===== src/rtl/usb_ep_tx_sched.sv =====
// -----------------------------------------------------------------------------
// usb_ep_tx_sched
//
// Shares the USB device controller's single IN (tx) data interface between
// NUM_SRC first-word-fall-through byte FIFOs (e.g. ADC stream, CDC echo).
// While idle, it decodes the endpoint the controller is addressing and
// publishes the registered packet length and cork flag for that source. When
// the controller starts an IN transfer, the source is locked for the whole
// packet. Pops and data are routed to and from that source, and popped bytes
// are counted. A one-cycle completion report follows the packet.
//
// Optional feature macro: USB_TX_ZLP_EN
//   When defined, a source whose last packet was exactly MAX_PKT bytes and
//   that now has no data offers a zero-length packet instead of corking, so
//   the host sees the end of the transfer.
//
// Ports
//   clk_i        PHY clock (60 MHz)
//   reset_i      asynchronous active-high reset
//   usbrst_i     USB bus reset, synchronous abort
//   endpt_i      endpoint addressed by the controller
//   txact_i      controller IN transfer active
//   txpop_i      controller consumes txdat_o this cycle
//   txpktfin_i   controller packet-finished pulse
//   txdat_o      byte to controller (combinational from locked source)
//   txval_o      txdat_o valid
//   txdat_len_o  payload length of the next packet
//   txcork_o     1 = nothing to send, controller NAKs
//   src_dat_i    FWFT head byte per source, packed 8 bits per source
//   src_val_i    head valid per source
//   src_cnt_i    bytes available per source, packed LEN_W bits per source
//   src_pop_o    pop strobe per source (one-hot or zero)
//   pkt_done_o   one-cycle pulse at the end of each locked packet
//   pkt_src_o    source index of the finished packet
//   pkt_bytes_o  bytes popped in the finished packet
//   overrun_o    sticky: controller popped beyond the latched length
// -----------------------------------------------------------------------------
module usb_ep_tx_sched #(
  parameter int unsigned          NUM_SRC = 2,
  parameter logic [4*NUM_SRC-1:0] EP_MAP  = 8'h32,
  parameter int unsigned          MAX_PKT = 512,
  parameter int unsigned          LEN_W   = 12
) (
  input  logic                     clk_i,
  input  logic                     reset_i,
  input  logic                     usbrst_i,
  input  logic [3:0]               endpt_i,
  input  logic                     txact_i,
  input  logic                     txpop_i,
  input  logic                     txpktfin_i,
  output logic [7:0]               txdat_o,
  output logic                     txval_o,
  output logic [LEN_W-1:0]         txdat_len_o,
  output logic                     txcork_o,
  input  logic [8*NUM_SRC-1:0]     src_dat_i,
  input  logic [NUM_SRC-1:0]       src_val_i,
  input  logic [LEN_W*NUM_SRC-1:0] src_cnt_i,
  output logic [NUM_SRC-1:0]       src_pop_o,
  output logic                     pkt_done_o,
  output logic [2:0]               pkt_src_o,
  output logic [LEN_W-1:0]         pkt_bytes_o,
  output logic                     overrun_o
);

  typedef enum logic [1:0] {
    ST_IDLE = 2'd0,
    ST_XFER = 2'd1,
    ST_DONE = 2'd2
  } state_t;

  localparam logic [LEN_W-1:0] MAX_LEN = LEN_W'(MAX_PKT);

  // Length offered for a source: its fill level, capped at one packet.
  function automatic logic [LEN_W-1:0] clamp_len(input logic [LEN_W-1:0] c);
    return (c > MAX_LEN) ? MAX_LEN : c;
  endfunction

  // Saturating byte counter increment.
  function automatic logic [LEN_W-1:0] sat_inc(input logic [LEN_W-1:0] c);
    return (c == {LEN_W{1'b1}}) ? c : c + 1'b1;
  endfunction

  state_t           state_q, state_d;
  logic [2:0]       src_q, src_d;
  logic [LEN_W-1:0] len_q, len_d;
  logic [LEN_W-1:0] cnt_q, cnt_d;
  logic             cork_q, cork_d;
  logic [LEN_W-1:0] txlen_q, txlen_d;
  logic             ovr_q, ovr_d;
  logic [2:0]       pkt_src_q, pkt_src_d;
  logic [LEN_W-1:0] pkt_bytes_q, pkt_bytes_d;
  logic             pop;

  // Endpoint decode. Scanning from the top index down lets the lowest
  // matching index overwrite, so duplicate mappings resolve to it.
  logic             hit;
  logic [2:0]       dec_sel;
  logic [LEN_W-1:0] dec_cnt;

  always_comb begin
    hit     = 1'b0;
    dec_sel = '0;
    dec_cnt = '0;
    for (int i = int'(NUM_SRC) - 1; i >= 0; i--) begin
      if (EP_MAP[4*i +: 4] == endpt_i) begin
        hit     = 1'b1;
        dec_sel = 3'(i);
        dec_cnt = src_cnt_i[LEN_W*i +: LEN_W];
      end
    end
  end

  // zlp_req: decoded source is empty but owes the host a zero-length packet.
  logic zlp_req;

`ifdef USB_TX_ZLP_EN
  logic [NUM_SRC-1:0] full_last_q, full_last_d;

  always_comb begin
    zlp_req     = 1'b0;
    full_last_d = full_last_q;
    for (int i = 0; i < int'(NUM_SRC); i++) begin
      if (hit && (dec_sel == 3'(i))) begin
        zlp_req = (dec_cnt == '0) && full_last_q[i];
      end
    end
    // A full-size packet arms the flag; any shorter one (including the ZLP
    // itself) disarms it.
    if (state_q == ST_DONE) begin
      for (int i = 0; i < int'(NUM_SRC); i++) begin
        if (src_q == 3'(i)) begin
          full_last_d[i] = (cnt_q == MAX_LEN);
        end
      end
    end
    if (usbrst_i) begin
      full_last_d = '0;
    end
  end

  always_ff @(posedge clk_i or posedge reset_i) begin
    if (reset_i) begin
      full_last_q <= '0;
    end else begin
      full_last_q <= full_last_d;
    end
  end
`else
  assign zlp_req = 1'b0;
`endif

  // Next-state and control.
  always_comb begin
    state_d     = state_q;
    src_d       = src_q;
    len_d       = len_q;
    cnt_d       = cnt_q;
    cork_d      = cork_q;
    txlen_d     = txlen_q;
    ovr_d       = ovr_q;
    pkt_src_d   = pkt_src_q;
    pkt_bytes_d = pkt_bytes_q;
    pop         = 1'b0;

    unique case (state_q)
      ST_IDLE: begin
        cork_d  = !hit || ((dec_cnt == '0) && !zlp_req);
        txlen_d = hit ? clamp_len(dec_cnt) : '0;
        // Start only on an already-published uncorked offer; the latched
        // length is the value the controller has been looking at.
        if (txact_i && hit && !cork_q) begin
          state_d = ST_XFER;
          src_d   = dec_sel;
          len_d   = txlen_q;
          cnt_d   = '0;
          cork_d  = 1'b0;
          txlen_d = txlen_q;
        end
      end

      ST_XFER: begin
        if (txpop_i) begin
          if (cnt_q < len_q) begin
            pop   = 1'b1;
            cnt_d = sat_inc(cnt_q);
          end else begin
            ovr_d = 1'b1;
          end
        end
        // cnt_d already includes a pop taken in the finishing cycle.
        if (!txact_i || txpktfin_i) begin
          state_d     = ST_DONE;
          pkt_src_d   = src_q;
          pkt_bytes_d = cnt_d;
        end
      end

      ST_DONE: begin
        // Withhold an offer for this cycle; IDLE republishes from fresh
        // FIFO levels (and the updated ZLP flag) on the next edge.
        state_d = ST_IDLE;
        cork_d  = 1'b1;
        txlen_d = '0;
      end

      default: begin
        state_d = ST_IDLE;
        cork_d  = 1'b1;
        txlen_d = '0;
      end
    endcase

    if (usbrst_i) begin
      state_d = ST_IDLE;
      cork_d  = 1'b1;
      txlen_d = '0;
      ovr_d   = 1'b0;
    end
  end

  always_ff @(posedge clk_i or posedge reset_i) begin
    if (reset_i) begin
      state_q     <= ST_IDLE;
      src_q       <= '0;
      len_q       <= '0;
      cnt_q       <= '0;
      cork_q      <= 1'b1;
      txlen_q     <= '0;
      ovr_q       <= 1'b0;
      pkt_src_q   <= '0;
      pkt_bytes_q <= '0;
    end else begin
      state_q     <= state_d;
      src_q       <= src_d;
      len_q       <= len_d;
      cnt_q       <= cnt_d;
      cork_q      <= cork_d;
      txlen_q     <= txlen_d;
      ovr_q       <= ovr_d;
      pkt_src_q   <= pkt_src_d;
      pkt_bytes_q <= pkt_bytes_d;
    end
  end

  // Data path and pop routing to the locked source only.
  always_comb begin
    txdat_o   = '0;
    txval_o   = 1'b0;
    src_pop_o = '0;
    if (state_q == ST_XFER) begin
      for (int i = 0; i < int'(NUM_SRC); i++) begin
        if (src_q == 3'(i)) begin
          txdat_o      = src_dat_i[8*i +: 8];
          txval_o      = src_val_i[i];
          src_pop_o[i] = pop;
        end
      end
    end
  end

  assign txdat_len_o = txlen_q;
  assign txcork_o    = cork_q;
  assign pkt_done_o  = (state_q == ST_DONE);
  assign pkt_src_o   = pkt_src_q;
  assign pkt_bytes_o = pkt_bytes_q;
  assign overrun_o   = ovr_q;

endmodule


===== config.mk =====
export PLATFORM = sky130hd
export DESIGN_NAME = usb_ep_tx_sched
export DESIGN_NICKNAME = d
export VERILOG_FILES = /design/src/rtl/usb_ep_tx_sched.sv
export SDC_FILE = /design/constraint.sdc
export NUM_CORES = 1
export LEC_CHECK = 0
export ABC_AREA = 1
export BUFFER_PORTS_ARGS = -buffer_cell sky130_fd_sc_hd__buf_2
export CAP_MARGIN = 5
export CORE_UTILIZATION = 50
export DETAILED_ROUTE_END_ITERATION = 7
export PLACE_DENSITY = 0.76
export SETUP_SLACK_MARGIN = 0.15
export SLEW_MARGIN = 25
export SYNTH_ARGS = -nofsm -noshare
export SYNTH_HDL_FRONTEND = slang
export SYNTH_SLANG_ARGS = --single-unit

===== constraint.sdc =====
create_clock -name clk_i -period 4 [get_ports clk_i]
set_input_delay 0.8 -clock clk_i [delete_from_list [all_inputs] [get_ports clk_i]]
set_output_delay 0.8 -clock clk_i [all_outputs]
set_load 0.01 [all_outputs]

==> flow_summary.ini, run 1 <==
[run_status]
status = finished with violations
violations = design-rule violations

[synth]
synth_top_area_share_pct = 38.7
syn_area_um2 = 3430
yosysTopAreaCell = dfrtp_1
postSynthAreaPerCell_um2 = 6.69
synth.area.top_cells = dfrtp_1 (39%), nand2_1 (21%), inv_1 (8.2%)
ys_ff_latch = 54
seq_area_frac_synth_pct = 39.5
ys_warn_count = 0
synthDistinctLibCells = 28
syn_inst = 512

[routing]
postRouteAntennaNets = 0
dr.pass1.iters = 8
drc = 1
vias = 3440
drt_iter0_markers = 213
via_per_inst = 5.09
wl_per_cell_um = 12.4
wirelength_um = 8380

[cells_and_area]
antennaDiodeCount = 0
area_delta_synth_final_pct = 17.4
layout_common_cells = nand2_1 (192), buf_2 (90), inv_1 (74), dfrtp_1 (53), nand3_1 (43)
layout-drive-gt1-share_pct = 19.7
utilization_pct = 61.9
nNetsFinal = 662
n_fill_cell = 612
final_common_cell = nand2_1

[global_route]
globalRouteTotalUtil_pct = 25.0
grt_max_degree = 55
grt-ovfl-total = 0
grt_pass1_vias = 3132
grt_pass1_wl_um = 14400
antenna_found_initial = 0

[floorplanning]
die_y_um = 84.8
ios = 93
initial_utilization_pct = 52.8
num_rows = 29
die_width_um = 84.8
die_area_um2 = 7190
core_area_um2 = 6490

[clock_network]
clk_latency_ps = 320
clock_sinks = 54
cts_tree = built
cts_buffers = 5
cts_setup_buffers = 0
cts-htree-levels = 2
clk_pin_slew_ps = 110
post_cts_resized = 0
root_buffer = clkbuf_8
hold_buffers = 0
cts.path.max_buffers = 2

[timing]
fmax_mhz = 300
worstMarginPinSlew_ps = 673
slew_headroom_pct = 55.1
clock_skew_ps = 15.6
post-route-period-util_pct = 83.2
drv_slew = 0
setup_ws_ps = 670
setup_tns_ps = 0
rsz0062_at_grt = no
period_minus_slack_ps = 3330
setup_violations = 0
hold_viol_final = 0

[power]
switching_share_pct = 29.8
combPwrFrac_pct = 14.8
peakVddDrop_uv = 152
p_switching_uw = 322
power.density_nw_per_um2 = 269
clkPwrFrac_pct = 31.6
intPower_uw = 758
power.total_mw = 1.08
leakage_nw = 2.32
power_frac_seq_pct = 53.6

[critical_path]
max_stage_delay_ps = 450
cp_max_fo = 8
worstReg2RegEnd = cnt_q[7]
rrSetupSlack_ps = 1820
worst_ep_arrival_time_ps = 2530
crit_path_cell_trace = ha_1 -> nand2_1 -> nor2_1 -> nand2_1 -> nor2_1 -> nor2_2 -> nand2_2 -> nor2_4 -> inv_2 -> nor3_1 -> buf_2
path_class = flip-flop to output pin
reg2reg_from = cnt_q[11]
critPathLaunchType = flip-flop
startpoint = cnt_q[11]
required_ps = 3200
crit_path_top_delay_cell = dfrtp_1
endpoint = src_pop_o[1]
end_kind = output pin
reg2reg_depth = 12

[placed_design]
port_buffers = 90
place.gp.congestion = 0.951
preCtsSetupSlack_ps = 1070
dp_hpwl_um = 6510

[run]
cap_violations = 0

[min_path]
hold_class = flip-flop to flip-flop
-- logic make-up after synthesis --
family,after synthesis,share of synthesized area (%)
AOI/OAI and AO/OA,46,6.83
DFF,54,39.5
and+or+nand+nor,300,37.1
other,1,0.109
xor gates and xnor gates,6,1.53
buffers and inverters,93,10.6
adders and majority gates,12,4.38
-- how the worst min path moves through the flow --
stage | end | from | cells past startpoint
2_1_floorplan | len_q[0] | len_q[0] | 2
3_3_place_gp | pkt_bytes_o[2] | pkt_bytes_o[2] | 2
3_5_place_dp | pkt_bytes_o[4] | pkt_bytes_o[4] | 2
4_1_cts | pkt_bytes_o[4] | pkt_bytes_o[4] | 2
5_1_grt | pkt_bytes_o[6] | pkt_bytes_o[6] | 2
6_report | pkt_bytes_o[4] | pkt_bytes_o[4] | 2
-- registers in the layout, indices dropped and copies added (netlist names) --
register	cells
txcork_o	1
overrun_o	1
txdat_len_o	12
src_q	1
pkt_bytes_o	12
cnt_q	12
state_q	2
len_q	12
pkt_src_o	1
-- worst max-delay path, delay by kind of cell, from the launching register on --
family                     cells  cell delay [ps]
and+or+nand+nor                8             1150
adders and majority gates      1              310
buffers and inverters          2              290
DFF                            1              450
-- Yosys cell counts --
master / instances
o21ai_0: 24
clkbuf_1: 6
nor2_1: 37
nor2_4: 3
nand2_2: 4
nor3_1: 9
inv_2: 4
conb_1: 1
nand3b_1: 2
o22ai_1: 2
nor3_4: 1
dfstp_2: 1
ha_1: 12
dfrtp_1: 53
xor2_1: 5
clkbuf_2: 1
a31oi_1: 1
nand3_2: 1
nand3_1: 43
xnor2_1: 1
buf_2: 5
inv_1: 75
nand4_1: 5
a21oi_1: 13
nand2_1: 192
buf_4: 2
nor2_2: 3
o21ai_1: 6
-- power by group through the flow --
| stage | Clock (mW) | Combinational, mW | Sequential, mW |
|---|---|---|---|
| 2_1_floorplan | 0 | 0.0977 | 0.592 |
| 3_3_place_gp | 0 | 0.157 | 0.589 |
| 3_5_place_dp | 0 | 0.161 | 0.590 |
| 4_1_cts | 0.346 | 0.162 | 0.579 |
| 5_1_grt | 0.360 | 0.185 | 0.582 |
| 6_report | 0.341 | 0.160 | 0.579 |
-- stage by stage --
stage                     hold slack, ps  cells  area, um2
final                                481    676       4020
after CTS                            486    676       4020
after detailed placement             460    668       3930
after global placement               458    668       3930
after global routing                 501    676       4020
after floorplan                      449    513       3430
-- cell type report --
class / instances / area [um2] / share of cell area (%)
tap: 77 / 96.3 / 2.40
clock inverter: 3 / 28.8 / 0.715
sequential: 54 / 1350 / 33.6
clock buffer: 5 / 68.8 / 1.71
timing repair buffer: 92 / 465 / 11.6
inverter: 79 / 297 / 7.37
multi-input combinational: 366 / 1710 / 42.6
-- routing by layer --
layer	routed length [um]	vias up	GRT usage [%]	share of wire [%]
met5	0	-	0	0
met4	157	0	5.86	1.9
met3	418	13	3.15	5.0
met2	3840	110	40.7	46
met1	3960	1560	35.7	47
li1	-	1757	-	-
Power figures use the tool's default switching activity.
==> run 2: changes to the inputs <==
--- a/config.mk
+++ b/config.mk
@@ -5,7 +5,7 @@
 export SDC_FILE = /design/constraint.sdc
 export NUM_CORES = 1
 export LEC_CHECK = 0
-export ABC_AREA = 1
+export ABC_AREA = 0
 export BUFFER_PORTS_ARGS = -buffer_cell sky130_fd_sc_hd__buf_2
 export CAP_MARGIN = 5
 export CORE_UTILIZATION = 50
==> constraint.sdc (replaced) <==
create_clock -name clk_i -period 3.2 [get_ports clk_i]
set_input_delay 0.64 -clock clk_i [delete_from_list [all_inputs] [get_ports clk_i]]
set_output_delay 0.64 -clock clk_i [all_outputs]
set_load 0.01 [all_outputs]
==> run 2 against run 1 <==
  * The run now ends clean
  * Sequential power rose by 21%
  * Cell area shrank 3.0%
  * Worst hold slack worse by 170 ps
  * Count of clock-buffer cells in the layout is the same
  * Total power increased by 17%
  * Cell count fell by 25%
  * First-iteration DRC count decreased by 19%
  * Routed wire length is 8.4% lower
  * Critical endpoint unchanged
  * Largest cell class unchanged
  * Highest routed layer unchanged
==> flow_summary.ini, run 2 <==
[routing]
via_per_inst = 5.60
wirelength_um = 7670
postRouteAntennaNets = 0
drt_iter0_markers = 172
wl_per_cell_um = 15.1
dr.pass1.iters = 6
drc = 0
vias = 2847

[cells_and_area]
layout-drive-gt1-share_pct = 33.9
nNetsFinal = 494
layout_common_cells = buf_2 (90), dfrtp_1 (51), nor2_1 (34), nand2_1 (34), mux2i_1 (20)
design_area_um2 = 3900
utilization_pct = 61.1
instances_no_fill = 508
area_delta_synth_final_pct = 17.6
antennaDiodeCount = 0
n_fill_cell = 564
final_common_cell = buf_2

[critical_path]
required_ps = 2560
reg2reg_depth = 9
reg2reg_from = cnt_q[7]
worst_ep_arrival_time_ps = 2260
rrSetupSlack_ps = 660
critPathLaunchType = flip-flop
startpoint = cnt_q[7]
cp_max_fo = 7
endpoint = src_pop_o[1]
end_kind = output pin
path_class = flip-flop to output pin
worstReg2RegEnd = pkt_bytes_o[4]

[timing]
period_minus_slack_ps = 2900
rsz0062_at_grt = no
slew_headroom_pct = 48.6
worstMarginPinSlew_ps = 770
drv_slew = 0
hold_viol_final = 0
setup_ws_ps = 298
fmax_mhz = 345
setup_violations = 0
clock_skew_ps = 8.66
post-route-period-util_pct = 90.7
setup_tns_ps = 0
holdWs_ps = 315

[min_path]
hold_class = primary input to asynchronous set/reset pin

[clock_network]
clock_sinks = 54
cts_buffers = 5
clk_pin_slew_ps = 100
cts.path.max_buffers = 2
cts_tree = built
cts-htree-levels = 2
root_buffer = clkbuf_8
clk_latency_ps = 320
hold_buffers = 0

[floorplanning]
die_y_um = 83.5
ios = 93
initial_utilization_pct = 52.0
die_area_um2 = 6970
num_rows = 29
core_area_um2 = 6390
die_width_um = 83.5

[placed_design]
dp_hpwl_um = 5890
preCtsSetupSlack_ps = 425
place_inst = 498
placed_area_um2 = 3780
place.gp.congestion = 0.910
port_buffers = 90

[global_route]
grt_max_degree = 36
grt_pass1_wl_um = 12700
antenna_found_initial = 0
grt-ovfl-total = 0
globalRouteTotalUtil_pct = 22.9
grt_pass1_vias = 2583

[power]
p_switching_uw = 342
peakVddDrop_uv = 274
combPwrFrac_pct = 12.9
switching_share_pct = 27.1
intPower_uw = 919
clkPwrFrac_pct = 31.6
power_frac_seq_pct = 55.5
leakage_nw = 1.90
power.total_mw = 1.26
power.density_nw_per_um2 = 323

[synth]
postSynthAreaPerCell_um2 = 9.62
seq_area_frac_synth_pct = 40.8
yosysTopAreaCell = dfrtp_1
synth.area.top_cells = dfrtp_1 (40%), mux2i_1 (6.0%), ha_1 (4.5%)
post-synth-top-count-cell = dfrtp_1
syn_area_um2 = 3320
synthArstFlopShare_pct = 100
synthDistinctLibCells = 66
synth_top_area_share_pct = 40.0
synth_edf_count = 0
ys.flop_type = dfrtp_1
ys_warn_count = 0
syn_inst = 345
yosys-top-cells-count = dfrtp_1 (53), nand2_1 (34), nor2_1 (34)
ys_ff_latch = 54

[run_status]
status = complete, no violations

[run]
cap_violations = 0
==> run 2: worst min-delay path by stage <==
stage | start | end | slack (ps) | cells after the start
6_report | reset_i | pkt_bytes_o[7] | 310 | 2
5_1_grt | reset_i | cnt_q[9] | 330 | 2
4_1_cts | reset_i | pkt_bytes_o[7] | 330 | 2
3_5_place_dp | pkt_bytes_o[3] | pkt_bytes_o[3] | 460 | 2
3_3_place_gp | pkt_bytes_o[3] | pkt_bytes_o[3] | 460 | 2
2_1_floorplan | len_q[0] | len_q[0] | 470 | 1
==> run 2: cell families after synthesis <==
| logic type | synth area share [%] |
|---|---|
| xor+xnor | 1.06 |
| buf+inv | 6.03 |
| compound gates | 16.9 |
| other cells | 0.113 |
| mux | 10.4 |
| simple gates | 20.2 |
| flops | 40.8 |
| fa+ha+maj | 4.52 |
==> run 2: power groups by stage <==
stage	Combinational (mW)	Clock [mW]	Sequential, mW
2_1_floorplan	0.106	0	0.713
3_3_place_gp	0.158	0	0.713
3_5_place_dp	0.161	0	0.713
4_1_cts	0.162	0.408	0.700
5_1_grt	0.181	0.431	0.702
6_report	0.163	0.399	0.700
==> run 2: layout make-up <==
cell class	count	area [um2]	share of cell area (%)
Multi-Input combinational cell	253	1780	45.6
Sequential cell	54	1360	34.7
Timing Repair Buffer	98	510	13.1
Tap cell	77	96.3	2.47
Clock buffer	5	68.8	1.76
Inverter	18	67.6	1.73
Clock inverter	3	25.0	0.641
==> run 2: critical path, stage by stage (launching register included) <==
cell and delay (ps):
dfrtp_1 460, ha_1 320, a21oi_1 160, o21ai_1 120
a221oi_4 390, and2_4 200, and3_1 160, buf_2 130
==> run 2: routing by layer <==
metal  GRT usage (%)  up-vias  routed length [um]
li1                -     1411                   -
met1            32.0     1322                3460
met2            37.6      107                3680
met3            3.17        7                 460
met4            6.16        0                  77
met5               0        -                   0
==> run 2: timing repair <==
item	CTS	global route
resized for setup	1	2
gates cloned	0	0
pin swaps	2	3
setup endpoints to repair	2	1
setup buffers	1	1
